[config.mk]
export PLATFORM = sky130hd
export DESIGN_NAME = hc595_frame_sched
export DESIGN_NICKNAME = d
export VERILOG_FILES = /design/src/rtl/hc595_frame_sched.sv
export SDC_FILE = /design/constraint.sdc
export NUM_CORES = 1
export LEC_CHECK = 0
export CORE_MARGIN = 5
export CORE_UTILIZATION = 50
export DETAILED_ROUTE_END_ITERATION = 10
export DONT_BUFFER_PORTS = 1
export PLACE_DENSITY_LB_ADDON = 0.2
export SLEW_MARGIN = 20
export SYNTH_ARGS = -nofsm -noshare
export SYNTH_HDL_FRONTEND = slang
export SYNTH_SLANG_ARGS = --single-unit
[constraint.sdc]
create_clock -name clk -period 2.5 [get_ports clk]
set_input_delay 0.375 -clock clk [delete_from_list [all_inputs] [get_ports clk]]
set_output_delay 0.375 -clock clk [all_outputs]
set_load 0.02 [all_outputs]
[src/rtl/hc595_frame_sched.sv]
// Frame scheduler for two cascaded SN74HC595 shift registers.
// Ports: clk/rst, req/data/ack per client, busy, frame_done, 595 data/shift/latch.
module hc595_frame_sched #(
  parameter int unsigned DIV     = 4,
  parameter logic [23:0] REFRESH = 24'd1_200_000,
  parameter logic [7:0]  INIT0   = 8'h00,
  parameter logic [7:0]  INIT1   = 8'h00
) (
  input  logic       clk,
  input  logic       rst,
  input  logic       req0,
  input  logic       req1,
  input  logic [7:0] data0,
  input  logic [7:0] data1,
  output logic       ack0,
  output logic       ack1,
  output logic       busy,
  output logic       frame_done,
  output logic       SN74HC595_data,
  output logic       SN74HC595_data_clk,
  output logic       SN74HC595_refresh_clk
);

  localparam int PW = (DIV > 1) ? $clog2(DIV) : 1;
  localparam logic [PW-1:0] PH_LAST = PW'(DIV - 1);

  typedef enum logic [1:0] {
    IDLE,
    SHIFT_LO,
    SHIFT_HI,
    LATCH
  } state_t;

  state_t        state_q, state_d;
  logic [7:0]    shadow0_q, shadow0_d;
  logic [7:0]    shadow1_q, shadow1_d;
  logic [3:0]    bit_q, bit_d;
  logic [PW-1:0] phase_q, phase_d;
  logic [23:0]   refcnt_q, refcnt_d;
  logic          pwrup_q, pwrup_d;
  logic          ack0_q, ack0_d;
  logic          ack1_q, ack1_d;
  logic          busy_q, busy_d;
  logic          done_q, done_d;
  logic          sdata_q, sdata_d;
  logic          dclk_q, dclk_d;
  logic          rclk_q, rclk_d;

  logic [15:0]   frame_w;
  logic          phase_last;
  logic          refresh_hit;
  logic          start;

  assign frame_w     = {shadow1_q, shadow0_q};
  assign phase_last  = (phase_q == PH_LAST);
  assign refresh_hit = (REFRESH != 24'd0) &&
                       (refcnt_q == REFRESH - 24'd1);

  always_comb begin
    state_d   = state_q;
    shadow0_d = shadow0_q;
    shadow1_d = shadow1_q;
    bit_d     = bit_q;
    phase_d   = phase_q;
    refcnt_d  = refcnt_q;
    pwrup_d   = pwrup_q;
    ack0_d    = 1'b0;
    ack1_d    = 1'b0;
    busy_d    = busy_q;
    done_d    = 1'b0;
    sdata_d   = sdata_q;
    dclk_d    = dclk_q;
    rclk_d    = rclk_q;
    start     = 1'b0;

    unique case (state_q)
      IDLE: begin
        start = req0 | req1 | pwrup_q | refresh_hit;
        if (req0) begin
          shadow0_d = data0;
          ack0_d    = 1'b1;
        end
        if (req1) begin
          shadow1_d = data1;
          ack1_d    = 1'b1;
        end
        if (start) begin
          state_d  = SHIFT_LO;
          bit_d    = 4'd15;
          phase_d  = '0;
          refcnt_d = '0;
          pwrup_d  = 1'b0;
          busy_d   = 1'b1;
          dclk_d   = 1'b0;
          // bit 15 is the MSB of the byte captured on this edge
          sdata_d  = shadow1_d[7];
        end else if (refcnt_q != 24'hFF_FFFF) begin
          refcnt_d = refcnt_q + 24'd1;
        end
      end
      SHIFT_LO: begin
        if (phase_last) begin
          state_d = SHIFT_HI;
          phase_d = '0;
          dclk_d  = 1'b1;
        end else begin
          phase_d = phase_q + PW'(1);
        end
      end
      SHIFT_HI: begin
        if (phase_last) begin
          phase_d = '0;
          dclk_d  = 1'b0;
          if (bit_q == 4'd0) begin
            state_d = LATCH;
            rclk_d  = 1'b1;
          end else begin
            state_d = SHIFT_LO;
            bit_d   = bit_q - 4'd1;
            sdata_d = frame_w[bit_q - 4'd1];
          end
        end else begin
          phase_d = phase_q + PW'(1);
        end
      end
      LATCH: begin
        if (phase_last) begin
          state_d = IDLE;
          phase_d = '0;
          rclk_d  = 1'b0;
          busy_d  = 1'b0;
          done_d  = 1'b1;
        end else begin
          phase_d = phase_q + PW'(1);
        end
      end
      default: state_d = IDLE;
    endcase
  end

  always_ff @(posedge clk or posedge rst) begin
    if (rst) begin
      state_q   <= IDLE;
      shadow0_q <= INIT0;
      shadow1_q <= INIT1;
      bit_q     <= '0;
      phase_q   <= '0;
      refcnt_q  <= '0;
      pwrup_q   <= 1'b1;
      ack0_q    <= 1'b0;
      ack1_q    <= 1'b0;
      busy_q    <= 1'b0;
      done_q    <= 1'b0;
      sdata_q   <= 1'b0;
      dclk_q    <= 1'b0;
      rclk_q    <= 1'b0;
    end else begin
      state_q   <= state_d;
      shadow0_q <= shadow0_d;
      shadow1_q <= shadow1_d;
      bit_q     <= bit_d;
      phase_q   <= phase_d;
      refcnt_q  <= refcnt_d;
      pwrup_q   <= pwrup_d;
      ack0_q    <= ack0_d;
      ack1_q    <= ack1_d;
      busy_q    <= busy_d;
      done_q    <= done_d;
      sdata_q   <= sdata_d;
      dclk_q    <= dclk_d;
      rclk_q    <= rclk_d;
    end
  end

  assign ack0                  = ack0_q;
  assign ack1                  = ack1_q;
  assign busy                  = busy_q;
  assign frame_done            = done_q;
  assign SN74HC595_data        = sdata_q;
  assign SN74HC595_data_clk    = dclk_q;
  assign SN74HC595_refresh_clk = rclk_q;

endmodule
### Yosys cells after proc, flatten, opt, wreduce, memory -nomap -nowiden

Cells that the tools add are included.

* input port bits: 20
* output and inout port bits: 7
* logic and storage cells: 88
* bits in registers: 56

* order comparisons: 1
* $add $sub $neg: 3
* reductions and logical operators: 17
* multiplexer cells: 37
* bitwise operators: 3
* equality and inequality tests: 12

Operator list (count)
* two-way mux 24 bit: 2
* adder 24 x 1 -> 24 bit, second input constant: 1
* equality test 24 x 21 -> 1 bit, second input constant: 1
* != test 24 bit, second input constant: 1
* two-way mux 1 bit: 16
* AND reduction 4 bit: 4
* two-way mux 2 bit: 7
* two-way mux 4 bit: 3
* != test 2 bit, second input constant: 6
* two-way mux 8 bit: 1
* one-hot mux 2 bit (4 select lines): 1
* one-hot mux 4 bit (2 select lines): 1
* AND reduction 2 bit: 4
* nonzero test 2 bit: 4
* equality test 2 bit, second input constant: 3
* one-hot mux 1 bit (2 select lines): 3
* less-than comparator 4 x 5 -> 1 bit, second input constant: 1
* binary-select mux 1 bit (select 4 bit): 1
* logical NOT 4 bit: 1
* one-hot mux 2 bit (2 select lines): 1
* subtractor 4 x 1 -> 4 bit, second input constant: 1
* OR 1 bit: 3
* one-hot mux 1 bit (3 select lines): 1
* AND reduction 3 bit: 1
* 5 further kinds: 5

### Logic depth before layout (Yosys ltp)

* depth in word-level cells: 6
* gate-level depth with buffers: 8
* depth with buffers taken out: 7

### Worst setup path before layout

Ideal clock, no wire load.

* kind: reg2reg
* from: reg bit_q[0]
* to: reg sdata_q, in the netlist SN74HC595_data
* data required time: 2.369 ns
* cell stages (with the launch flop): 8
* buffers on the path: 1
* arrival time: 2.212 ns
* path slack: 0.157 ns
* period minus slack after synthesis: 2.343 ns
* setup time: 0.131 ns
* cells stage by stage: dfrtp_1 > clkbuf_1 > inv_1 > ha_1 > mux4_2 > mux4_2 > a21oi_1 > mux2i_1

* cells in the longest elaborated chain, start to end: 6
* elaborated cells between the ends (all ways): 9
* those cells by class: 1 x add/sub; 1 x eq/ne; 5 x mux; 2 x reduce/logical

RTL lines
* start, declared: RTL line 37 `logic [3:0] bit_q, bit_d;`
* start signal, assigned: RTL line 161 `bit_q <= bit_d;`
* subtractor 4 x 1 -> 4 bit: RTL line 120 `sdata_d = frame_w[bit_q - 4'd1];`
* binary-select mux 1 bit (select 4 bit): RTL line 120
* two-way mux 1 bit (not written as such): RTL line 120
* two-way mux 1 bit: RTL line 114 `if (bit_q == 4'd0) begin`
* two-way mux 1 bit: RTL line 111 `if (phase_last) begin`
* one-hot mux 1 bit (2 select lines): RTL line 76 `unique case (state_q)`
* end signal, assigned: RTL line 169 `sdata_q <= sdata_d;`
* end, declared: RTL line 45 `logic sdata_q, sdata_d;`

Several ways; a longest one is shown, not always the timed one. The select of a mux whose other input is x is not followed.
A chain may end at the register's enable or synchronous reset.

### Worst setup path in the final report

* from: reg refcnt_q[0]
* to: reg refcnt_q[6]

* cells in the longest elaborated chain, start to end: 4
* elaborated cells between the ends (all ways): 8
* those cells by class: 1 x add/sub; 2 x eq/ne; 2 x mux; 1 x bitwise; 2 x reduce/logical

RTL lines
* start, declared: RTL line 39 `logic [23:0] refcnt_q, refcnt_d;`
* start signal, assigned: RTL line 163 `refcnt_q <= refcnt_d;`
* branches (longest 4 deep; another with adder 24 x 1 -> 24 bit)

Parallel ways; which one is timed is not known. The select of a mux whose other input is x is not followed.

==> out/metrics.yaml <==
synthesis:
  ys_seq_area_share_pct: 46.6
  synth_seq_cells: 56
  synthCells: 286
  syn-num-nets: 309
  synthFlopType: "dfrtp_1"
  yosysUniqueCellTypes: 53
  async_reset_ff_share_pct: 100
  synthTopCellsByArea: "dfrtp_1 46%, mux2_2 6.0%, a31oi_1 5.8%, mux4_2 3.7%, nand2_1 3.4%"
  ys_warn_count: 0
  synth_edf_count: 0
  synth_top_area_share_pct: 45.7
  avgSynthCellArea_um2: 10.5
  synth_largest_area_cell: "dfrtp_1"
  netlist_area_mm2: 0.00301
global_routing:
  grt-ovfl-total: 0
  grt_max_degree: 32
  track_usage_pct: 18.6
  antenna_found_initial: 0
  grt_pass1_wl_um: 11100
  grt_pass1_vias: 2304
final_layout:
  fill_cells: 527
  fin_nets: 307
  fin_area_mm2: 0.00319
  n_antenna_cell: 0
  fin_cells: 360
  final_common_cell: "dfrtp_1"
  final_cell_mix: "55 x dfrtp_1, 28 x a31oi_1, 27 x nand2_1"
  syn_to_final_growth_pct: 5.86
  drive_above_1_share_pct: 18.6
  fin_util_pct: 54.1
timing:
  fin_skew_ns: 0.0124
  setup_tns_ns: 0
  fin_crit_sh_pct: 91.0
  grt_setup_unrepaired: "no"
  worstMarginPinSlew_ns: 0.899
  finalMaxSlewViolations: 0
  max_freq_mhz: 439
  worst_hold_slack_ns: 0.201
  finalHoldViolations: 0
  finalWorstSetupSlack_ns: 0.224
  setup_violations: 0
  slew_headroom_pct: 40.1
  finalCriticalPeriod_ns: 2.28
worst_setup_path:
  cp_max_fo: 9
  end_kind: "register"
  arrival_ns: 2.48
  rr_endpoint: "refcnt_q[6]"
  reg2reg_depth: 6
  start_kind: "register"
  reg2reg_from: "refcnt_q[0]"
  cpPeakStageDelay_ns: 0.57
  reg2reg_slack_ns: 0.22
  crit_chain: "ha_1 > nand4_4 > nor4_4 > a31oi_2 > a32o_1 > a31o_1"
  cp_slowest_cell: "nor4_4"
  path_class: "register to register"
  critPathRequiredTime_ns: 2.71
clocking:
  cts-root-buf: "clkbuf_8"
  cts_buffer_depth: 2
  postCtsSetupRepairBufs: 0
  clock_sinks: 56
  cts_tree: "yes"
  cts_buffers: 5
  cts.htree.levels: 2
  cts.reportedPaths.clkPinSlew_ns: 0.11
  cts_resized: 0
  insertion_delay_ns: 0.32
power:
  p_total_mw: 2.78
  p_per_area_mw_per_mm2: 872
  irDropWorstVdd_mv: 0.488
  power_leakage_nw: 1.39
run:
  cap_viol_max_count: 0
die:
  rows: 28
  start_util_pct: 51.1
  die_w_um: 87.6
  core_mm2: 0.00589
  die_h_um: 87.6
  ios: 27
  design.die.area_mm2: 0.00767
place:
  io_buffers: 0
  gp_congestion: 0.812
  dp.cells: 351
  dp_slack_ns: 0.259
  placed_area_mm2: 0.00309
  dp_hpwl_um: 4680
drt:
  wl_per_cell_um: 17.9
  vias: 2230
  dr.pass1.iters: 4
  drtIter0Drc: 144
  drtAntennaViolNets: 0
  drt-total-wl_um: 6460
  viasPerCell: 6.19
  drc: 0
hold_path:
  holdPathStages: 1
  hp-start: "data1[3]"
  hold_path_class: "input pin to register"
  hold_path_end: "shadow1_q[3]"
run_status:
  outcome: "finished clean"
-- logic make-up after synthesis --
kind of cell,Yosys count,synth area share [%]
XOR/XNOR,2,0.582
AO/OA/AOI/OAI,85,19.2
flip-flops,56,46.6
AND/OR/NAND/NOR,84,16.0
adder cells (fa/ha/maj),3,1.25
buffers and inverters,28,4.16
multiplexers,28,12.2
-- per-layer routing --
metal / track usage (%) / up-vias / wire [µm]
met5: 0 / - / 0
met4: 6.00 / 0 / 115
met3: 4.99 / 9 / 314
met2: 32.3 / 46 / 3210
met1: 22.4 / 1104 / 2820
li1: - / 1071 / -
-- where the power goes --
| part | total (mW) | internal [mW] | switching, mW |
|---|---|---|---|
| Clock | 0.509 | 0.202 | 0.308 |
| Sequential | 1.39 | 1.15 | 0.236 |
| Combinational | 0.882 | 0.458 | 0.425 |
| Total | 2.78 | 1.81 | 0.968 |
-- critical path, delay by kind of cell, from the launching register on --
family	cells	cell delay (ns)
flops	1	0.40
compound gates	3	0.78
fa+ha+maj	1	0.27
simple gates	2	0.72
-- cells in the mapped netlist, types with 3 or more instances --
master,instances
clkbuf_1,8
ha_1,3
nand2_1,27
a31oi_1,28
nor3_1,4
a41oi_1,4
o211ai_1,3
dfrtp_1,55
mux2i_1,4
o31ai_1,3
and3_1,13
nor2_1,13
inv_1,11
nand4_1,3
o21ai_1,8
buf_2,7
o21ai_0,3
mux4_2,5
a21oi_1,12
nand3_1,7
mux2_2,16
mux2_1,3
a21o_1,6
-- how the worst max path moves through the flow --
stage                startpoint        endpoint  slack [ns]
floorplan              bit_q[0]  SN74HC595_data        0.16
global placement    refcnt_q[0]     refcnt_q[6]        0.33
detailed placement  refcnt_q[0]     refcnt_q[6]        0.26
CTS                 refcnt_q[0]     refcnt_q[6]        0.23
global route        refcnt_q[0]     refcnt_q[6]        0.08
finish              refcnt_q[0]     refcnt_q[6]        0.22
-- area by class of cell --
cell class | instances | area [µm²] | area share [%]
Tap cell | 75 | 93.8 | 2.94
Multi-Input combinational cell | 202 | 1480 | 46.5
Inverter | 11 | 41.3 | 1.30
Clock inverter | 3 | 22.5 | 0.707
Sequential cell | 56 | 1400 | 44.0
Clock buffer | 5 | 68.8 | 2.16
Timing Repair Buffer | 8 | 75.1 | 2.36
-- registers in the layout, indices dropped and copies added (netlist names), 2 cells and up --
name	count
state_q	2
bit_q	4
shadow0_q	8
refcnt_q	24
phase_q	2
shadow1_q	8
-- timing repair --
item	4_1_cts	5_1_grt
hold endpoints to repair	25	0
hold buffers	1	0
setup endpoints to repair	0	0
(Power assumes the default switching activity.)
